File: config.mk
export PLATFORM = sky130hd
export DESIGN_NAME = color_sampler
export DESIGN_NICKNAME = d
export VERILOG_FILES = /design/src/rtl/color_sampler.sv
export SDC_FILE = /design/constraint.sdc
export NUM_CORES = 1
export LEC_CHECK = 0
export BUFFER_PORTS_ARGS = -buffer_cell sky130_fd_sc_hd__buf_2
export CORE_MARGIN = 1
export CORE_UTILIZATION = 28
export CTS_CLUSTER_DIAMETER = 30
export DETAILED_ROUTE_END_ITERATION = 16
export PLACE_DENSITY = 0.55
export SLEW_MARGIN = 5
export SYNTH_ARGS = -nofsm -noshare
export SYNTH_HDL_FRONTEND = slang
export SYNTH_SLANG_ARGS = --single-unit
export TNS_END_PERCENT = 5
File: constraint.sdc
create_clock -name sys_clk -period 4.45 [get_ports sys_clk]
set_input_delay 0.89 -clock sys_clk [delete_from_list [all_inputs] [get_ports sys_clk]]
set_output_delay 0.89 -clock sys_clk [all_outputs]
set_load 0.05 [all_outputs]
File: src/rtl/color_sampler.sv
// color_sampler: averages a square window of an RGB565 pixel stream once per
// frame and presents the result as a held RGB888 colour for the LED driver.

// Per-channel accumulate / average / hold lane.
module color_chan #(
  parameter int ACC_W = 16,
  parameter int SHIFT = 8
) (
  input  logic       clk,
  input  logic       rst,
  input  logic       clr,
  input  logic       add,
  input  logic       stage,
  input  logic       load,
  input  logic [7:0] pix,
  output logic [7:0] data
);
  logic [ACC_W-1:0] acc;
  logic [7:0]       avg_q;

  // Window sum; a restart may coincide with the first pixel of the new frame.
  always_ff @(posedge clk or posedge rst) begin
    if (rst)      acc <= '0;
    else if (clr) acc <= add ? ACC_W'(pix) : '0;
    else if (add) acc <= acc + ACC_W'(pix);
  end

  // Floor average is staged, then published; the published value is held.
  always_ff @(posedge clk or posedge rst) begin
    if (rst) begin
      avg_q <= '0;
      data  <= '0;
    end else begin
      if (stage) avg_q <= acc[ACC_W-1:SHIFT];
      if (load)  data  <= avg_q;
    end
  end
endmodule

module color_sampler #(
  parameter int H_ACTIVE = 640,
  parameter int V_ACTIVE = 480,
  parameter int WIN_X0   = 312,
  parameter int WIN_Y0   = 232,
  parameter int WIN_LOG2 = 4
) (
  input  logic        sys_clk,
  input  logic        sys_rst,
  input  logic        frame_start,
  input  logic        pix_valid,
  input  logic [15:0] pix_data,
  output logic [7:0]  data_r,
  output logic [7:0]  data_g,
  output logic [7:0]  data_b,
  output logic        data_valid,
  output logic        frame_err
);
  localparam int XW     = $clog2(H_ACTIVE);
  localparam int YW     = $clog2(V_ACTIVE);
  localparam int SHIFT  = 2 * WIN_LOG2;
  localparam int ACC_W  = 8 + SHIFT;
  localparam int WIN    = 1 << WIN_LOG2;
  localparam int STAGES = 2;

  localparam logic [XW-1:0] X_LO   = XW'(WIN_X0);
  localparam logic [XW-1:0] X_LAST = XW'(WIN_X0 + WIN - 1);
  localparam logic [XW-1:0] X_END  = XW'(H_ACTIVE - 1);
  localparam logic [YW-1:0] Y_LO   = YW'(WIN_Y0);
  localparam logic [YW-1:0] Y_LAST = YW'(WIN_Y0 + WIN - 1);
  localparam logic [YW-1:0] Y_MAX  = YW'(V_ACTIVE);

  typedef enum logic [1:0] {IDLE, ACCUM, DONE} state_t;

  state_t              state, next_state;
  logic [XW-1:0]       x, cnt_x;
  logic [YW-1:0]       y, cnt_y;
  logic                take, in_win, add, last;
  logic [STAGES:1]     vld_pipe;
  logic [2:0][7:0]     pix8;
  logic [2:0][7:0]     chan_data;

  // RGB565 -> RGB888 by replicating the top bits into the low bits.
  assign pix8[2] = {pix_data[15:11], pix_data[15:13]};
  assign pix8[1] = {pix_data[10:5],  pix_data[10:9]};
  assign pix8[0] = {pix_data[4:0],   pix_data[4:2]};

  // Position of the pixel counted this cycle; a restart counts it as (0,0).
  always_comb begin
    cnt_x  = frame_start ? '0 : x;
    cnt_y  = frame_start ? '0 : y;
    take   = pix_valid && (frame_start || state == ACCUM) && (cnt_y < Y_MAX);
    in_win = (cnt_x >= X_LO) && (cnt_x <= X_LAST) &&
             (cnt_y >= Y_LO) && (cnt_y <= Y_LAST);
    add    = take && in_win;
    last   = take && (cnt_x == X_LAST) && (cnt_y == Y_LAST);
  end

  // Raster counters; y parks at V_ACTIVE once the frame's active area is done.
  always_ff @(posedge sys_clk or posedge sys_rst) begin
    if (sys_rst) begin
      x <= '0;
      y <= '0;
    end else if (take) begin
      if (cnt_x == X_END) begin
        x <= '0;
        y <= cnt_y + YW'(1);
      end else begin
        x <= cnt_x + XW'(1);
        y <= cnt_y;
      end
    end else if (frame_start) begin
      x <= '0;
      y <= '0;
    end
  end

  // State register.
  always_ff @(posedge sys_clk or posedge sys_rst) begin
    if (sys_rst) state <= IDLE;
    else         state <= next_state;
  end

  // Next state: any frame_start (re)enters ACCUM; DONE lasts one cycle.
  always_comb begin
    next_state = state;
    if (frame_start || state == ACCUM) next_state = last ? DONE : ACCUM;
    else if (state == DONE)            next_state = IDLE;
  end

  // Result publish pipeline and abort strobe.
  always_ff @(posedge sys_clk or posedge sys_rst) begin
    if (sys_rst) begin
      vld_pipe  <= '0;
      frame_err <= 1'b0;
    end else begin
      vld_pipe  <= {vld_pipe[STAGES-1:1], state == DONE};
      frame_err <= (state == ACCUM) && frame_start;
    end
  end

  for (genvar c = 0; c < 3; c++) begin : g_chan
    color_chan #(.ACC_W(ACC_W), .SHIFT(SHIFT)) u_chan (
      .clk  (sys_clk),
      .rst  (sys_rst),
      .clr  (frame_start),
      .add  (add),
      .stage(state == DONE),
      .load (vld_pipe[1]),
      .pix  (pix8[c]),
      .data (chan_data[c])
    );
  end

  assign data_r     = chan_data[2];
  assign data_g     = chan_data[1];
  assign data_b     = chan_data[0];
  assign data_valid = vld_pipe[STAGES];
endmodule
======== After elaboration in Yosys (flattened, before gate mapping) ========
Cells that the tools add are included.
cells by class
  equal/unequal tests ..................... 5
  magnitude comparators ................... 5
  multiplexer cells ....................... 18
  add/subtract/negate cells ............... 5
  reduce and logical (&&, ||, !) cells .... 12
operators with widths
  kind                     count
  $mux W16                 6
  $add A16 B8 Y16          3
  $mux W10                 3
  $mux W9                  3
  $mux W8                  3
  $add A10 B1 Y10 const B  1
  $eq A10 B10 Y1 const B   1
  $eq A10 B9 Y1 const B    1
  $ge A10 B9 Y1 const B    1
  $le A10 B9 Y1 const B    1
  $add A9 B1 Y9 const B    1
  $eq A9 B8 Y1 const B     1
  $ge A9 B8 Y1 const B     1
  $le A9 B8 Y1 const B     1
  $logic_and A1 B1 Y1      9
  $lt A9 B9 Y1 const B     1
  $mux W2                  3
  $reduce_bool A2 Y1       2
  $eq A2 B1 Y1 const B     1
  $eq A2 B2 Y1 const B     1
  $logic_or A1 B1 Y1       1
storage, ports and cells
  output and inout port bits .............. 26
  register bits after elaboration ......... 120
  logic and storage cells ................. 59
  input port bits ......................... 20

======== Logic depth before layout (Yosys ltp) ========
Gate-level depths: netlist of run 1.
  depth in word-level cells ............... 8
  mapped depth ............................ 12
  mapped depth without buffers ............ 10

======== By module ========
Synthesis of run 1 repeated with hierarchy kept, for this count alone.
unflattened totals
  cells, all modules ...................... 611
  area total of the unflattened synthesis .. 6452.4 um^2
by module, submodules not included
  module                             area each (um^2)  times used  cells each  sequential area each (um^2)
  color_chan (g_chan[0].u_chan ...)  1687.9            2           155         800.8
  color_chan (g_chan[1].u_chan)      1687.9            1           156         800.8
  color_sampler                      1388.8            1           145         600.6

======== Worst setup path after synthesis of run 1 ========
OpenSTA, ideal clock, no wires.
  kind .................................... input -> register
  start point ............................. input frame_start
  end point ............................... register g_chan[1].u_chan.acc[15]
  path slack .............................. 1.214 ns
  required time ........................... 4.325 ns
  library setup time ...................... 0.125 ns
  cell stages on the path ................. 11
  path buffers ............................ 2
  arrival time ............................ 3.111 ns
  path through ............................ buf_2 inv_1 nand2_1 inv_1 ha_1 and3b_1 o221ai_1 or4b_4 buf_6 nor4_1 mux2_2
between the ends
  longest elaborated chain between the ends .. 7
  elaborated cells on any way between the ends .. 16
  classes of those cells .................. order compare (5); mux (3); reduce/logical (8)
RTL lines
  what                                                   RTL line  source
  start: declaration                                     49        input logic frame_start,
  $mux W10                                               -
  $ge A10 B9 Y1 / $le A10 B9 Y1 (equally long branches)  92        in_win = (cnt_x >= X_LO) && (cnt_x <= X_LAST) &&
  $logic_and A1 B1 Y1 (2 in series)                      92
  $logic_and A1 B1 Y1                                    93        (cnt_y >= Y_LO) && (cnt_y <= Y_LAST);
  $logic_and A1 B1 Y1                                    94        add = take && in_win;
  $reduce_bool A2 Y1 (no line)                           -
  end signal: assignment                                 24        else if (clr) acc <= add ? ACC_W'(pix) : '0;
  end signal: assignment                                 25        else if (add) acc <= acc + ACC_W'(pix);
  end: declaration                                       18        logic [ACC_W-1:0] acc;
Several ways; a longest one is shown, not always the timed one.
A chain may end at the register's enable or synchronous reset.

======== Worst setup path in the final report of run 1 ========
Ends and elaborated chain as after synthesis.

==> flow_metrics.env, run 1 <==
export IMPL_worstMarginPinSlew_ps=1090
export IMPL_ff2ff_setup_slack_ps=1710
export IMPL_cap_violations=0
export IMPL_required_ps=4750
export IMPL_p_per_area_nw_per_um2=353
export IMPL_numPortBuffers=45
export IMPL_slew_viol_final=0
export IMPL_p_leak_nw=3.41
export IMPL_antenna_found_initial=0
export IMPL_fmax_ghz=0.308
export IMPL_timing_final_crit_share_pct=73.0
export IMPL_crit_fanout=40
export IMPL_grt_overflow_total=0
export IMPL_setup_tns_ps=0
export IMPL_drive_above_1_share_pct=22.5
export IMPL_worstSetupEndpointType="flop"
export IMPL_met1_usage_pct=15.6
export IMPL_cts_reportedPaths_clkPinSlew_ps=50
export IMPL_synth_edf_count=0
export IMPL_die_h_um=150
export IMPL_syn_inst=561
export IMPL_maxSlewHeadroom_pct=27.2
export IMPL_ys_types=56
export IMPL_avgViaCountPerCell=4.78
export IMPL_hold_viol=0
export IMPL_placedInstanceArea_um2=6630
export IMPL_synth_nets=612
export IMPL_hold_path_class="reg2reg"
export IMPL_synth_seq_cells=120
export IMPL_top_usage_layer="met2"
export IMPL_tritoncts_num_buffers=17
export IMPL_die_w_um=150
export IMPL_postCtsSetupBuffers=0
export IMPL_clock_sinks=120
export IMPL_ctsHtreeMaxLevel=4
export IMPL_initial_core_util_pct=28.7
export IMPL_status="complete, no violations"
export IMPL_arrival_ps=3540
export IMPL_area_growth_pct=18.6
export IMPL_rows=53
export IMPL_grt_pass1_vias=4406
export IMPL_grt_pass1_wl_um=22000
export IMPL_grtUsageMet2_pct=21.0
export IMPL_wire_per_inst_um=14.4
export IMPL_ys_flop_type="dfrtp_1"
export IMPL_first_pass_iters=4
export IMPL_grt_max_degree=68
export IMPL_layout_nets=660
export IMPL_drc_errors=0
export IMPL_rsz0062_at_grt="no"
export IMPL_antenna_left=0
export IMPL_whs_path_depth=2
export IMPL_reg2regPathDepth=10
export IMPL_worst_setup_path_type="in2reg"
export IMPL_dieArea_um2=22400
export IMPL_crit_path_start_kind="input pin"
export IMPL_ir_drop_v=0.000226
export IMPL_clk_latency_ps=410
export IMPL_syn_area_um2=6100
export IMPL_grt_usage_pct=12.6
export IMPL_routed_wl_um=12900
export IMPL_cts_tree="built"
export IMPL_dpl_hpwl_um=8690
export IMPL_power_mw=2.55
export IMPL_cts_root_buf="clkbuf_16"
export IMPL_vias=4284
export IMPL_antennaDiodeCount=0
export IMPL_place_congestion=0.741
export IMPL_holdBufCountCts=0
export IMPL_drt_initial_drc_count=191
export IMPL_cts_resized=0
export IMPL_min_period_ps=3250
export IMPL_use_met3_pct=3.60
export IMPL_finClkSkew_ps=11.6
export IMPL_syn_area_per_cell_um2=10.9
export IMPL_final_cell_area_um2=7230
export IMPL_ios=46
export IMPL_finalSetupViolations=0
export IMPL_synthArstFlopShare_pct=100
export IMPL_yosysSeqAreaShare_pct=49.2
export IMPL_clock_path_buffers=2
export IMPL_core_um2=21200
export IMPL_yosys_warnings=0
-- cell usage in the layout, fill, tap and decap left out, drive strengths merged, types with 4 or more instances in the layout --
master and instances:
nand2b 6, mux2 46, o31ai 6, a21o 9, a21oi 13, nand3 13
clkbuf 27, nor2b 12, a2111oi 7, a22o 5, nor2 38, a21boi 4
nand4 15, o21ai 37, xnor2 23, and3 7, nand2 48, nor3 8
and2 5, dfrtp 120, xor2 23, inv 21, o21a 4, ha 28
buf 51
-- stage by stage --
step           utilization, %  cells  setup slack [ps]  hold WS [ps]
2_1_floorplan               -    561               374           352
3_3_place_gp             31.3    865               853           467
3_5_place_dp             31.3    865               787           476
4_1_cts                  34.1    897              1210           484
5_1_grt                  34.1    897              1030           515
6_report                 34.1    897              1200           479
-- power by group --
group / leakage (nW) / switching, mW / internal, mW
logic: 1.45 / 0.0638 / 0.0285
registers: 1.67 / 0.00129 / 1.10
clock network: 0.288 / 0.476 / 0.886
-- worst max-delay path, stage by stage --
cell and delay, ps:
buf_2 150, inv_1 200, nand2_1 150, inv_1 100, ha_1 180, and3b_1 200
o221ai_1 170, or4b_4 750, nor4_1 370, mux2_2 370
-- Yosys cell counts (4+ instances only) --
| library cell | instances | area [µm²] |
|---|---|---|
| dfrtp_1 | 120 | 3000 |
| nand2_1 | 48 | 180 |
| mux2_2 | 46 | 518 |
| nor2_1 | 38 | 143 |
| o21ai_0 | 37 | 185 |
| ha_1 | 28 | 350 |
| xnor2_1 | 23 | 201 |
| xor2_1 | 23 | 201 |
| inv_1 | 21 | 78.8 |
| clkbuf_1 | 17 | 63.8 |
| nand4_1 | 15 | 93.8 |
| a21oi_1 | 13 | 65.1 |
| nand3_1 | 13 | 65.1 |
| nor2b_1 | 12 | 75.1 |
| a21o_1 | 9 | 67.6 |
| nor3_1 | 8 | 40.0 |
| and3_1 | 7 | 43.8 |
| nand2b_1 | 6 | 37.5 |
| o31ai_1 | 6 | 45.0 |
| a22o_1 | 5 | 43.8 |
| and2_1 | 5 | 31.3 |
| a2111oi_2 | 4 | 60.1 |
| a21boi_0 | 4 | 30.0 |
| o21a_1 | 4 | 30.0 |
-- final timing paths --
kind,end,start
min reg2reg,g_chan[0].u_chan.acc[3],g_chan[0].u_chan.acc[3]
max,g_chan[1].u_chan.acc[15],frame_start
min,g_chan[0].u_chan.acc[3],g_chan[0].u_chan.acc[3]
max reg2reg,g_chan[2].u_chan.acc[13],y[0]
min in group asynchronous,x[0],sys_rst
max in group asynchronous,g_chan[2].u_chan.acc[7],sys_rst
-- cell type report --
type	count	area, µm²
Sequential cell	120	3000
Inverter	21	81.3
Tap cell	275	344
Fill cell	2171	14000
Multi-Input combinational cell	398	2920
Clock buffer	27	543
Clock inverter	5	57.6
Timing Repair Buffer	51	283
-- state kept, by name (all words and copies together) (netlist names) --
| signal | flops |
|---|---|
| state | 2 |
| y | 9 |
| frame_err | 1 |
| g_chan.u_chan.data | 24 |
| vld_pipe | 2 |
| g_chan.u_chan.avg_q | 24 |
| x | 10 |
| g_chan.u_chan.acc | 48 |
-- layer usage --
metal	share of wire [%]	routed length, µm
met3	3.1	397
met1	48	6170
met2	48	6220
met4	0.68	88
met5	0	0
-- cell families after synthesis --
logic type      share of synthesized area, %
compound gates                          11.5
xor+xnor                                6.61
fa+ha+maj                               6.73
buf+inv                                 2.87
flops                                   49.2
mux                                     8.49
simple gates                            14.5
No activity file was read; power rests on OpenSTA's default activity.
==> inputs of run 2 (changes only) <==
- ABC_AREA: default -> 1
- PLACE_DENSITY: 0.55 -> 0.56
- clock period: 4.45 -> 2.8 ns (I/O delays scaled with it)
==> flow_metrics.env, run 2 <==
export IMPL_status="complete, no violations"
export IMPL_layout_commonest_cell="nand2_1"
export IMPL_layout_nets=1091
export IMPL_crit_path_frequent_cell="nand3_1"
export IMPL_rows=58
export IMPL_worstMarginPinSlew_ps=754
export IMPL_p_sw_uw=986
export IMPL_min_period_ps=2070
export IMPL_arrival_ps=2380
export IMPL_yosys_warnings=0
export IMPL_reg2regPathDepth=11
export IMPL_dpl_hpwl_um=12600
export IMPL_regArea_um2=3000
export IMPL_tritoncts_num_buffers=17
export IMPL_required_ps=3100
export IMPL_cts_reportedPaths_clkPinSlew_ps=60
export IMPL_met1_usage_pct=19.3
export IMPL_p_leak_nw=4.56
export IMPL_pwr_share_clk_pct=51.9
export IMPL_hold_viol=0
export IMPL_crit_path_top_delay_cell="buf_4"
export IMPL_numPortBuffers=45
export IMPL_fmax_ghz=0.482
export IMPL_slew_viol_final=0
export IMPL_synth_most_common_cell="nand2_1"
export IMPL_first_pass_iters=5
export IMPL_switching_share_pct=24.7
export IMPL_cts_root_buf="clkbuf_16"
export IMPL_r2r_end="g_chan[2].u_chan.acc[12]"
export IMPL_p_per_area_nw_per_um2=467
export IMPL_die_h_um=164
export IMPL_grt_overflow_total=0
export IMPL_multi_input_area_um2=3710
export IMPL_worstSetupEndpointType="flop"
export IMPL_die_w_um=164
export IMPL_timing_final_crit_share_pct=74.1
export IMPL_drive_above_1_share_pct=11.7
export IMPL_final_cell_area_um2=8540
export IMPL_clock_path_buffers=2
export IMPL_synth_edf_count=0
export IMPL_routed_wl_um=17600
export IMPL_grt_usage_pct=13.7
export IMPL_ctsHtreeMaxLevel=4
export IMPL_largest_register_ffs=48
export IMPL_cap_violations=0
export IMPL_crit_fanout=45
export IMPL_clock_sinks=120
export IMPL_p_int_mw=3.00
export IMPL_synth_top_cell_by_area="dfrtp_1"
export IMPL_area_growth_pct=16.6
export IMPL_drt_initial_drc_count=406
export IMPL_core_um2=25400
export IMPL_slowest_delay_ps=310
export IMPL_finalSetupViolations=0
export IMPL_regMostFlops="g_chan.u_chan.acc"
export IMPL_cp_top_family="simple AND/OR/NAND/NOR gates"
export IMPL_cts_resized=0
export IMPL_initial_core_util_pct=28.8
export IMPL_syn_inst=990
export IMPL_critPathBufInv=4
export IMPL_ys_types=34
export IMPL_synthArstFlopShare_pct=100
export IMPL_drc_errors=0
export IMPL_clk_latency_ps=410
export IMPL_final_cell_mix="nand2_1, inv_1, dfrtp_1"
export IMPL_rr_startpoint="y[0]"
export IMPL_grt_max_degree=57
export IMPL_place_congestion=0.848
export IMPL_grt_pass1_vias=5979
export IMPL_utilization_pct=33.6
export IMPL_ios=46
export IMPL_synth_seq_cells=120
export IMPL_syn_area_per_cell_um2=7.39
export IMPL_vias=6418
export IMPL_fillers=2760
export IMPL_setup_tns_ps=0
export IMPL_grtUsageMet2_pct=21.4
export IMPL_maxSlewHeadroom_pct=49.6
export IMPL_reg_largest_list="g_chan.u_chan.acc: 48 flops, g_chan.u_chan.avg_q: 24 flops, g_chan.u_chan.data: 24 flops"
export IMPL_top_usage_layer="met2"
export IMPL_synth_top_area_share_pct=41.0
export IMPL_rsz0062_at_grt="no"
export IMPL_syn_area_um2=7320
export IMPL_ir_drop_v=0.000409
export IMPL_placedInstanceArea_um2=7980
export IMPL_comb_power_share_pct=4.5
export IMPL_synth_nets=1041
export IMPL_yosysSeqAreaShare_pct=41.0
export IMPL_finClkSkew_ps=10.8
export IMPL_antennaDiodeCount=0
export IMPL_ff2ff_setup_slack_ps=790
export IMPL_antenna_found_initial=0
export IMPL_synth_area_leaders="dfrtp_1, nand2_1, nand3_1"
export IMPL_antenna_left=0
export IMPL_cts_tree="built"
export IMPL_p_seq_share_pct=43.6
export IMPL_dieArea_um2=26800
export IMPL_crit_path_start_kind="input pin"
export IMPL_ys_flop_type="dfrtp_1"
export IMPL_holdBufCountCts=0
export IMPL_path_cells="buf_2 -> buf_4 -> nor2_1 -> ha_1 -> inv_1 -> nor2_1 -> nand3_1 -> nand3_1 -> nand3_2 -> buf_4 -> nand3_1 -> nand2_1"
export IMPL_postCtsSetupBuffers=0
export IMPL_hold_worst_slack_ps=269
export IMPL_wire_per_inst_um=12.7
export IMPL_use_met3_pct=2.50
export IMPL_hold_path_class="in2async"
export IMPL_grt_pass1_wl_um=29400
export IMPL_synth_top_cells_by_count="nand2_1, inv_1, dfrtp_1, nand3_1, nor2_1"
export IMPL_worst_setup_path_type="in2reg"
export IMPL_avgViaCountPerCell=4.64
run 2: cell count changes after synthesis, moves of 22 or more:
cell,previous run,this run
mux2_2,46,24
nand3_1,13,119
nand4_1,15,41
nand2_1,48,311
inv_1,21,124
nor2_1,38,73
run 2: layout make-up:
class	count	share of cell area, %
Tap cell	330	4.84
Timing Repair Buffer	60	4.40
Inverter	126	5.58
Clock inverter	11	1.04
Sequential cell	120	35.2
Multi-Input combinational cell	715	43.4
Clock buffer	21	5.51
run 2: cell families (layout without fill, tap and decap cells):
group	after synthesis	count (layout)	share of synthesized area, %
DFF	120	120	41.0
and+or+nand+nor	567	567	33.3
xor gates and xnor gates	28	28	3.35
muxes	24	24	3.69
buffers and inverters	155	218	8.39
adders and majority gates	31	31	5.61
AOI/OAI and AO/OA	65	65	4.68
run 2: per-stage QoR:
stage               setup slack [ps]  instances  power (mW)
floorplan                        702        990        1.89
global placement                 313       1351        1.95
detailed placement               300       1351        1.96
CTS                              754       1383        4.06
global route                     542       1383        4.15
finish                           726       1383        3.99
run 2: power groups by stage:
stage / Combinational (mW) / Clock, mW / Sequential (mW)
detailed placement: 0.183 / 0 / 1.77
finish: 0.179 / 2.07 / 1.74
CTS: 0.184 / 2.13 / 1.74
global route: 0.206 / 2.20 / 1.74
floorplan: 0.113 / 0 / 1.77
global placement: 0.182 / 0 / 1.77
run 2: layer usage:
layer  share of wire [%]  up-vias  wire length, µm
met2                  45      140             7850
met4                 1.3        0              233
li1                    -     3296                -
met5                   0        -                0
met1                  50     2963             8820
met3                 4.1       19              718
run 2: worst max path at each step:
stage	startpoint	endpoint	slack, ps	depth (start not counted)
floorplan	frame_start	g_chan[1].u_chan.acc[9]	700	13
global placement	frame_start	g_chan[1].u_chan.acc[15]	310	12
detailed placement	frame_start	g_chan[2].u_chan.acc[15]	300	12
CTS	frame_start	g_chan[2].u_chan.acc[11]	750	12
global route	frame_start	g_chan[1].u_chan.acc[13]	540	11
finish	frame_start	g_chan[2].u_chan.acc[12]	730	12
==> inputs of run 3 (changes only) <==
- clock period: 2.8 -> 1.7 ns (I/O delays scaled with it)
==> flow_metrics.env, run 3 (synthesis results as in run 2) <==
export IMPL_placedInstanceArea_um2=8680
export IMPL_fmax_ghz=0.551
export IMPL_final_cell_mix="nand2_1, dfrtp_1, buf_4"
export IMPL_clk_latency_ps=430
export IMPL_setup_ws_ps=-114
export IMPL_pwr_share_clk_pct=55.1
export IMPL_required_ps=2010
export IMPL_drt_initial_drc_count=300
export IMPL_avgViaCountPerCell=4.59
export IMPL_failed_checks="negative setup slack"
export IMPL_tritoncts_num_buffers=17
export IMPL_largest_register_ffs=48
export IMPL_ctsHtreeMaxLevel=4
export IMPL_slew_viol_final=0
export IMPL_reg_largest_list="g_chan.u_chan.acc: 48 flops, g_chan.u_chan.avg_q: 24 flops, g_chan.u_chan.data: 24 flops"
export IMPL_cts_reportedPaths_clkPinSlew_ps=60
export IMPL_rows=58
export IMPL_grt_max_degree=91
export IMPL_first_pass_iters=4
export IMPL_holdBufCountCts=0
export IMPL_utilization_pct=39.7
export IMPL_core_um2=25400
export IMPL_routed_wl_um=20300
export IMPL_timing_final_crit_share_pct=107
export IMPL_cap_violations=0
export IMPL_slowest_delay_ps=370
export IMPL_comb_power_share_pct=5.1
export IMPL_regMostFlops="g_chan.u_chan.acc"
export IMPL_grt_usage_pct=15.9
export IMPL_ios=46
export IMPL_arrival_ps=2120
export IMPL_drc_errors=0
export IMPL_path_cells="inv_2 -> nor2_4 -> ha_4 -> inv_2 -> nor2_4 -> buf_6 -> nand3_4 -> nand3_4 -> nand3_4 -> buf_4 -> buf_12 -> nand3_1 -> nand2_1"
export IMPL_rr_startpoint="y[1]"
export IMPL_clock_path_buffers=2
export IMPL_worstSetupEndpointType="flop"
export IMPL_crit_path_start_kind="flop"
export IMPL_layout_commonest_cell="nand2_1"
export IMPL_dpl_hpwl_um=13500
export IMPL_pre_cts_ws_ps=-375
export IMPL_dieArea_um2=26800
export IMPL_min_period_ps=1810
export IMPL_finalSetupViolations=48
export IMPL_hold_worst_slack_ps=46.8
export IMPL_cts_root_buf="clkbuf_16"
export IMPL_antenna_found_initial=0
export IMPL_dp_cells=1444
export IMPL_cp_startpoint="y[1]"
export IMPL_initial_core_util_pct=28.8
export IMPL_p_leak_nw=5.30
export IMPL_worst_setup_path_type="reg2reg"
export IMPL_maxSlewHeadroom_pct=62.1
export IMPL_finClkSkew_ps=11.8
export IMPL_fin_cells=1504
export IMPL_numPortBuffers=45
export IMPL_final_cell_area_um2=10100
export IMPL_grt_pass1_wl_um=33700
export IMPL_crit_fanout=12
export IMPL_clock_sinks=120
export IMPL_switching_share_pct=23.9
export IMPL_wire_per_inst_um=13.5
export IMPL_antennaDiodeCount=0
export IMPL_p_seq_share_pct=39.9
export IMPL_p_sw_mw=1.72
export IMPL_antenna_left=0
export IMPL_hold_viol=0
export IMPL_critPathBufInv=5
export IMPL_area_growth_pct=37.8
export IMPL_grt_overflow_total=0
export IMPL_crit_path_frequent_cell="nand3_4"
export IMPL_drive_above_1_share_pct=27.5
export IMPL_worstMarginPinSlew_ps=569
export IMPL_grt_pass1_vias=6845
export IMPL_die_w_um=164
export IMPL_p_int_mw=5.48
export IMPL_rsz0062_at_grt="yes"
export IMPL_cts_tree="built"
export IMPL_vias=6909
export IMPL_setup_tns_ps=-3860
export IMPL_crit_path_top_delay_cell="dfrtp_1"
export IMPL_status="finished with violations"
export IMPL_cp_top_family="simple AND/OR/NAND/NOR gates"
export IMPL_power_mw=7.20
export IMPL_layout_nets=1212
export IMPL_p_per_area_nw_per_um2=714
export IMPL_place_congestion=0.867
export IMPL_hold_path_class="in2async"
export IMPL_ir_drop_v=0.000903
export IMPL_die_h_um=164
-- run 3: worst paths after layout --
path                                        endpoint  slack (ps)  cells after the start
max in group asynchronous                       x[6]        1240                      3
hold / removal              g_chan[0].u_chan.data[3]          50                      3
hold reg to reg            g_chan[2].u_chan.avg_q[7]         480                      2
setup / recovery             g_chan[1].u_chan.acc[7]        -110                     13
setup reg to reg             g_chan[1].u_chan.acc[7]        -110                     13
min in group sys_clk         g_chan[1].u_chan.acc[0]         280                      4
-- run 3: power groups by stage --
stage	clock network, mW	logic [mW]	registers, mW
global placement	0	0.349	2.92
detailed placement	0	0.352	2.92
global route	4.16	0.412	2.87
CTS	4.04	0.358	2.87
finish	3.96	0.364	2.87
floorplan	0	0.186	2.92
-- run 3: layout make-up --
cell class / count / area [µm²]
repair buffers: 181 / 1490
flip-flops and latches: 120 / 3000
clock inverters: 15 / 213
fillers: 2596 / 15300
inverters: 126 / 479
multi-input cells: 715 / 4060
well taps: 330 / 413
clock buffers: 17 / 425
-- run 3: repair_timing --
action                     in CTS  in global routing
gates resized for setup        33                 72
setup endpoints to repair      62                 68
buffers inserted                8                 12
gates cloned                    5                  3
pin swaps                      19                 21
-- run 3: tightest hold or removal path, delay by kind of cell --
family                 cells  cell delay [ps]
buffers and inverters      3              540
-- run 3: per-layer routing --
layer  vias up  part of all wire (%)  global-route usage [%]
met4         0                   1.7                    5.26
met1      3231                    48                    20.7
li1       3544                     -                       -
met2       110                    47                    26.6
met5         -                     0                       0
met3        24                   3.1                    2.53
